File: config.mk
export PLATFORM = sky130hd
export DESIGN_NAME = d2b_converter_seq
export DESIGN_NICKNAME = d
export VERILOG_FILES = /design/src/rtl/d2b_converter_seq_pkg.sv /design/src/rtl/d2b_converter_seq_step.sv /design/src/rtl/d2b_converter_seq.sv
export SDC_FILE = /design/constraint.sdc
export NUM_CORES = 1
export LEC_CHECK = 0
export CORE_MARGIN = 2
export CORE_UTILIZATION = 56
export DETAILED_ROUTE_END_ITERATION = 6
export PLACE_DENSITY = 0.83
export REMOVE_ABC_BUFFERS = 1
export SYNTH_ARGS = -nofsm -noshare
export SYNTH_HDL_FRONTEND = slang
export SYNTH_SLANG_ARGS = --single-unit
export TNS_END_PERCENT = 30
File: constraint.sdc
create_clock -name clk -period 4.4 [get_ports clk]
set_clock_uncertainty 0.2 [all_clocks]
set_input_delay 0.66 -clock clk [delete_from_list [all_inputs] [get_ports clk]]
set_output_delay 0.66 -clock clk [all_outputs]
set_load 0.005 [all_outputs]
File: src/rtl/d2b_converter_seq_pkg.sv
// Shared definitions for the sequential BCD-to-binary converter:
// FSM state encoding, digit constants and the binary-width helper.
package d2b_defs;

   typedef enum logic [1:0] {
      S_IDLE = 2'd0,
      S_CONV = 2'd1,
      S_DONE = 2'd2
   } d2b_state_t;

   localparam int NIB_W   = 4;
   localparam int BCD_MAX = 9;
   localparam int SUB_TH  = 8;
   localparam int SUB_ADJ = 3;

   // Bits needed to hold 10**digits - 1, i.e. $clog2(10**digits).
   function automatic int calc_bin_w(input int digits);
      longint v;
      int     w;
      v = 1;
      for (int i = 0; i < digits; i++) begin
         v = v * 10;
      end
      w = 0;
      while ((longint'(1) << w) < v) begin
         w++;
      end
      return w;
   endfunction

endpackage

File: src/rtl/d2b_converter_seq_step.sv
// One reverse double dabble iteration over {bcd field, binary field}.
// Ports: i_vec current shift register, o_vec shifted and corrected value.
module d2b_step
   import d2b_defs::*;
#(
   parameter  int DIGITS = 2,
   parameter  int BIN_W  = 7,
   localparam int W      = DIGITS * NIB_W + BIN_W
)(
   input  logic [W-1:0] i_vec,
   output logic [W-1:0] o_vec
);

   logic [W-1:0] w_sh;

   assign w_sh = i_vec >> 1;

   // After the shift a BCD digit holding >= 8 carried in a half-ten
   // from the digit above; taking 3 off restores a valid digit.
   always_comb begin
      o_vec = w_sh;
      for (int d = 0; d < DIGITS; d++) begin
         if (w_sh[BIN_W + NIB_W*d +: NIB_W] >= NIB_W'(SUB_TH)) begin
            o_vec[BIN_W + NIB_W*d +: NIB_W] =
               w_sh[BIN_W + NIB_W*d +: NIB_W] - NIB_W'(SUB_ADJ);
         end
      end
   end

endmodule

File: src/rtl/d2b_converter_seq.sv
// Multi-cycle BCD-to-binary converter, one shift/correct step per clock,
// valid/ready on input and output. Optional macro: D2B_RANGE_CHECK_EN.
// Ports: clk, sys_rst_n (async low); in_valid/in_ready/bcd_in accept side;
// out_valid/out_ready/bin_out/bcd_err/range_err result side.
module d2b_converter_seq
   import d2b_defs::*;
#(
   parameter  int DEC_DIGITS = 2,
   parameter  int Max        = 99,
   parameter  int Min        = 0,
   localparam int N          = DEC_DIGITS * NIB_W,
   localparam int BIN_W      = calc_bin_w(DEC_DIGITS),
   localparam int CNT_W      = $clog2(BIN_W + 1)
)(
   input  logic             clk,
   input  logic             sys_rst_n,
   input  logic             in_valid,
   output logic             in_ready,
   input  logic [N-1:0]     bcd_in,
   output logic             out_valid,
   input  logic             out_ready,
   output logic [BIN_W-1:0] bin_out,
   output logic             bcd_err,
   output logic             range_err
);

   localparam int SR_W = N + BIN_W;

   if (Max < Min) begin : g_bad_range
      $error("d2b_converter_seq: Max below Min");
   end

   d2b_state_t       r_state;
   d2b_state_t       w_next_state;
   logic [SR_W-1:0]  r_shift;
   logic [SR_W-1:0]  w_step;
   logic [CNT_W-1:0] r_cnt;
   logic             r_bad;
   logic [BIN_W-1:0] r_bin;
   logic             r_bcd_err;
   logic             r_range_err;
   logic             w_bad;
   logic             w_last;
   logic             w_range;
   logic [BIN_W-1:0] w_res;

   d2b_step #(
      .DIGITS (DEC_DIGITS),
      .BIN_W  (BIN_W)
   ) u_step (
      .i_vec (r_shift),
      .o_vec (w_step)
   );

   always_comb begin
      w_bad = 1'b0;
      for (int d = 0; d < DEC_DIGITS; d++) begin
         if (bcd_in[NIB_W*d +: NIB_W] > NIB_W'(BCD_MAX)) begin
            w_bad = 1'b1;
         end
      end
   end

   assign w_last = (r_cnt == CNT_W'(BIN_W));
   assign w_res  = r_shift[BIN_W-1:0];

`ifdef D2B_RANGE_CHECK_EN
   assign w_range = (int'(w_res) > Max) || (int'(w_res) < Min);
`else
   assign w_range = 1'b0;
`endif

   always_ff @(posedge clk or negedge sys_rst_n) begin
      if (!sys_rst_n) begin
         r_state <= S_IDLE;
      end else begin
         r_state <= w_next_state;
      end
   end

   // A bad digit still passes through CONV for one cycle (no
   // iterations) so the result appears one edge after accept.
   always_comb begin
      w_next_state = r_state;
      in_ready     = 1'b0;
      out_valid    = 1'b0;
      unique case (r_state)
         S_IDLE: begin
            in_ready = 1'b1;
            if (in_valid) begin
               w_next_state = S_CONV;
            end
         end
         S_CONV: begin
            if (r_bad || w_last) begin
               w_next_state = S_DONE;
            end
         end
         S_DONE: begin
            out_valid = 1'b1;
            if (out_ready) begin
               w_next_state = S_IDLE;
            end
         end
         default: begin
            w_next_state = S_IDLE;
         end
      endcase
   end

   always_ff @(posedge clk or negedge sys_rst_n) begin
      if (!sys_rst_n) begin
         r_shift     <= '0;
         r_cnt       <= '0;
         r_bad       <= 1'b0;
         r_bin       <= '0;
         r_bcd_err   <= 1'b0;
         r_range_err <= 1'b0;
      end else begin
         unique case (r_state)
            S_IDLE: begin
               if (in_valid) begin
                  r_shift <= {bcd_in, {BIN_W{1'b0}}};
                  r_cnt   <= '0;
                  r_bad   <= w_bad;
               end
            end
            S_CONV: begin
               if (r_bad) begin
                  r_bin       <= '0;
                  r_bcd_err   <= 1'b1;
                  r_range_err <= 1'b0;
               end else if (w_last) begin
                  assert (r_shift[SR_W-1:BIN_W] == '0);
                  r_bin       <= w_res;
                  r_bcd_err   <= 1'b0;
                  r_range_err <= w_range;
               end else begin
                  r_shift <= w_step;
                  r_cnt   <= r_cnt + 1'b1;
               end
            end
            S_DONE: begin
               if (out_ready) begin
                  r_bcd_err   <= 1'b0;
                  r_range_err <= 1'b0;
               end
            end
            default: begin
            end
         endcase
      end
   end

   assign bin_out   = r_bin;
   assign bcd_err   = r_bcd_err;
   assign range_err = r_range_err;

endmodule

==> run summary <==
min-delay src - r_shift[0]
Final min period - 2500 ps
f_max - 0.400 GHz
Antenna Violating Nets Remaining - 0
critical path cell sequence - ha_1 > ha_1 > nor2_1 > a21oi_4 > inv_4 > a21oi_1 > a31oi_2
Die H - 54.9 µm
sequential share of the synthesized area - 50.1%
slew margin rel. - 61.1%
hpwl dp - 1930 µm
FF/Latch Area - 726 µm²
Fin. Hold Viols - 0
clk buf depth - 2
Reg2Reg Capture Point - r_shift[10]
Final period util - 56.8%
Sw Ratio - 38.6%
drt drc - 0
total number of vias - 1115
Leak - 0.797 nW
proportion of layout cells with a drive suffix above 1 - 8.09%
CTS sink cnt - 29
Clk pin slew, worst setup/hold paths - 90 ps
die area - 3010 µm²
max incr delay on CP - 530 ps
Die X-Extent - 54.9 µm
Worst Path Arrival - 2510 ps
first-pass GRT wire length - 4660 µm
RR Startpoint - r_cnt[0]
Syn Area/Cell - 9.47 µm²
Reg2Reg Setup Slack - 1900 ps
number of synthesized register bits - 29
total track usage - 23.2%
setup_tns - 0 ps
Resized Gates After CTS - 0
Crit. path cell count - 7
CP delay by family, top - compound AO/OA/AOI/OAI gates
Worst EP required - 4420 ps
pin count of the biggest net entering global routing - 30
hold crit path type - reg2reg
Psw - 375 µW
Initial Util - 59.0%
CTS Buf Count - 5
WL final - 2810 µm
power share of the sequential group - 42.1%
DRT iter0 DRCs - 22
total grt overflow - 0
Post-Place Cells - 196
area grow syn2layout - 17.5%
non-filler cells, final - 203
cells after synthesis - 153
Syn Std Cell Area - 1450 µm²
layout net count - 189
slowest CP cell - a21oi_4
GP Congestion - 0.819
H-tree depth - 2
pwr/cell area - 570 nW/µm²
Yosys warnings - 0
total chip power - 971 µW
vias in the first global route - 1045
Critical Path Sink Type - flop
Setup CP Type - reg2reg
RSZ-0062 raised after global routing - no
clock root buffer - clkbuf_4
wire per inst - 13.8 µm
number of max-cap violations - 0
CP startpoint kind - flop
Comb power frac - 36.7%
TritonRoute pass-1 iters - 4
Inserted Diodes - 0
# fillers - 202
CP Buf/Inv Count - 1
most used cell along the critical path - ha_1
I/O Pins - 23
Worst Path Max Fanout - 23
IO buf count - 21
Slew Limit Fails - 0
Unique masters post-synth - 29
Internal - 596 µW
outcome - finished clean
Worst R2R Path Depth - 7
multi-input logic area - 624 µm²
vias per inst - 5.49
endpoint of the worst hold path - r_shift[0]
initial antenna violation count - 0
Skew-Pair Late Insertion Delay - 330 ps
Slew @ Worst Pin - 582 ps
postcts setup bufs - 0
peak supply drop - 0.424 mV
Placeable Area - 2450 µm²
post-cts hold buffer count - 0
CTS tree - yes
clock power share - 21.3%
Rows - 18
setup violators final - 0
Worst Hold Depth - 2
==> layer usage <==
| metal | wire (µm) | track usage [%] | vias to the layer above |
|---|---|---|---|
| li1 | - | - | 557 |
| met1 | 1260 | 27.4 | 519 |
| met2 | 1340 | 38.3 | 33 |
| met3 | 144 | 6.01 | 6 |
| met4 | 59 | 12.5 | 0 |
| met5 | 0 | 0 | - |
==> Yosys cell counts (all sizes together) <==
library cell	n	share of area [%]
a21oi	5	2.5
o2bb2ai	1	0.60
a211o	1	0.60
nor2b	9	3.9
nand2	35	9.1
mux2i	4	2.8
or2b	1	0.52
nor2	7	1.8
a31oi	9	4.3
nor3b	1	0.86
clkbuf	1	0.26
xnor2	2	1.2
a22o	1	0.60
nand3	9	3.1
conb	1	0.26
and2b	1	0.52
inv	4	1.2
dfrtp	29	50
ha	4	3.5
buf	9	5.4
o21ai	18	6.5
a211oi	1	0.52
==> stage by stage <==
stage	hold slack, ps	setup slack, ps	util (%)	cell area, µm²
finish	295	1900	69.4	1700
global placement	256	1970	66.4	1630
global route	337	1710	69.4	1700
detailed placement	273	1920	66.4	1630
CTS	292	1920	69.4	1700
floorplan	164	1910	-	1370
==> cell usage in the layout (no fill, tap or decap), drive strengths merged <==
master	netlist	final
inv	4	4
mux2i	4	4
bufinv	0	1
o21ai	18	18
clkdlybuf4s50	0	21
nor2	7	7
nand3	9	9
a22o	1	1
dfrtp	29	29
nand2	35	35
a21oi	5	5
ha	4	4
o2bb2ai	1	1
a211oi	1	1
nor2b	9	9
a211o	1	1
or2b	1	1
nor3b	1	1
clkbuf	1	5
and2b	1	1
a31oi	9	9
clkinv	0	1
xnor2	2	2
buf	9	2
conb	1	1
==> cells by family (layout without fill, tap and decap cells) <==
group,Yosys count,after routing,share of synthesized area (%)
muxes,4,4,2.76
buffers and inverters,14,34,6.82
DFF,29,29,50.1
other,1,1,0.259
AOI/OAI and AO/OA,36,36,15.6
adders and majority gates,4,4,3.45
xor gates and xnor gates,2,2,1.21
and+or+nand+nor,63,63,19.8
==> registers in the layout, summed over array words and instances, names as in the netlist <==
signal   cells
r_state      2
bin_out      7
r_shift     15
bcd_err      1
r_cnt        3
r_bad        1
==> area by class of cell <==
| class | count | area share [%] |
|---|---|---|
| clock inverter | 2 | 2.06 |
| clock buffer | 5 | 2.20 |
| multi-input combinational | 110 | 36.7 |
| sequential | 29 | 42.6 |
| timing repair buffer | 23 | 13.2 |
| tap | 30 | 2.20 |
| inverter | 4 | 1.03 |
==> worst min-delay path, delay by kind of cell, from the launching register on <==
| kind | cells | cell delay (ps) |
|---|---|---|
| flops | 1 | 360 |
| simple gates | 2 | 110 |
==> power by group through the flow <==
stage,Sequential (mW),Combinational (mW),Clock (mW)
floorplan,0.391,0.250,0
global placement,0.407,0.342,0
detailed placement,0.412,0.358,0
CTS,0.407,0.359,0.211
global route,0.419,0.399,0.221
finish,0.408,0.356,0.206
==> worst max-delay path by stage <==
stage	from	endpoint	slack, ps
2_1_floorplan	r_state[0]	r_shift[10]	1910
3_3_place_gp	in_valid	r_shift[10]	1970
3_5_place_dp	r_cnt[1]	r_shift[10]	1920
4_1_cts	r_cnt[0]	r_shift[10]	1920
5_1_grt	r_cnt[1]	r_shift[10]	1710
6_report	r_cnt[0]	r_shift[10]	1900
No activity file was read; power rests on OpenSTA's default activity.
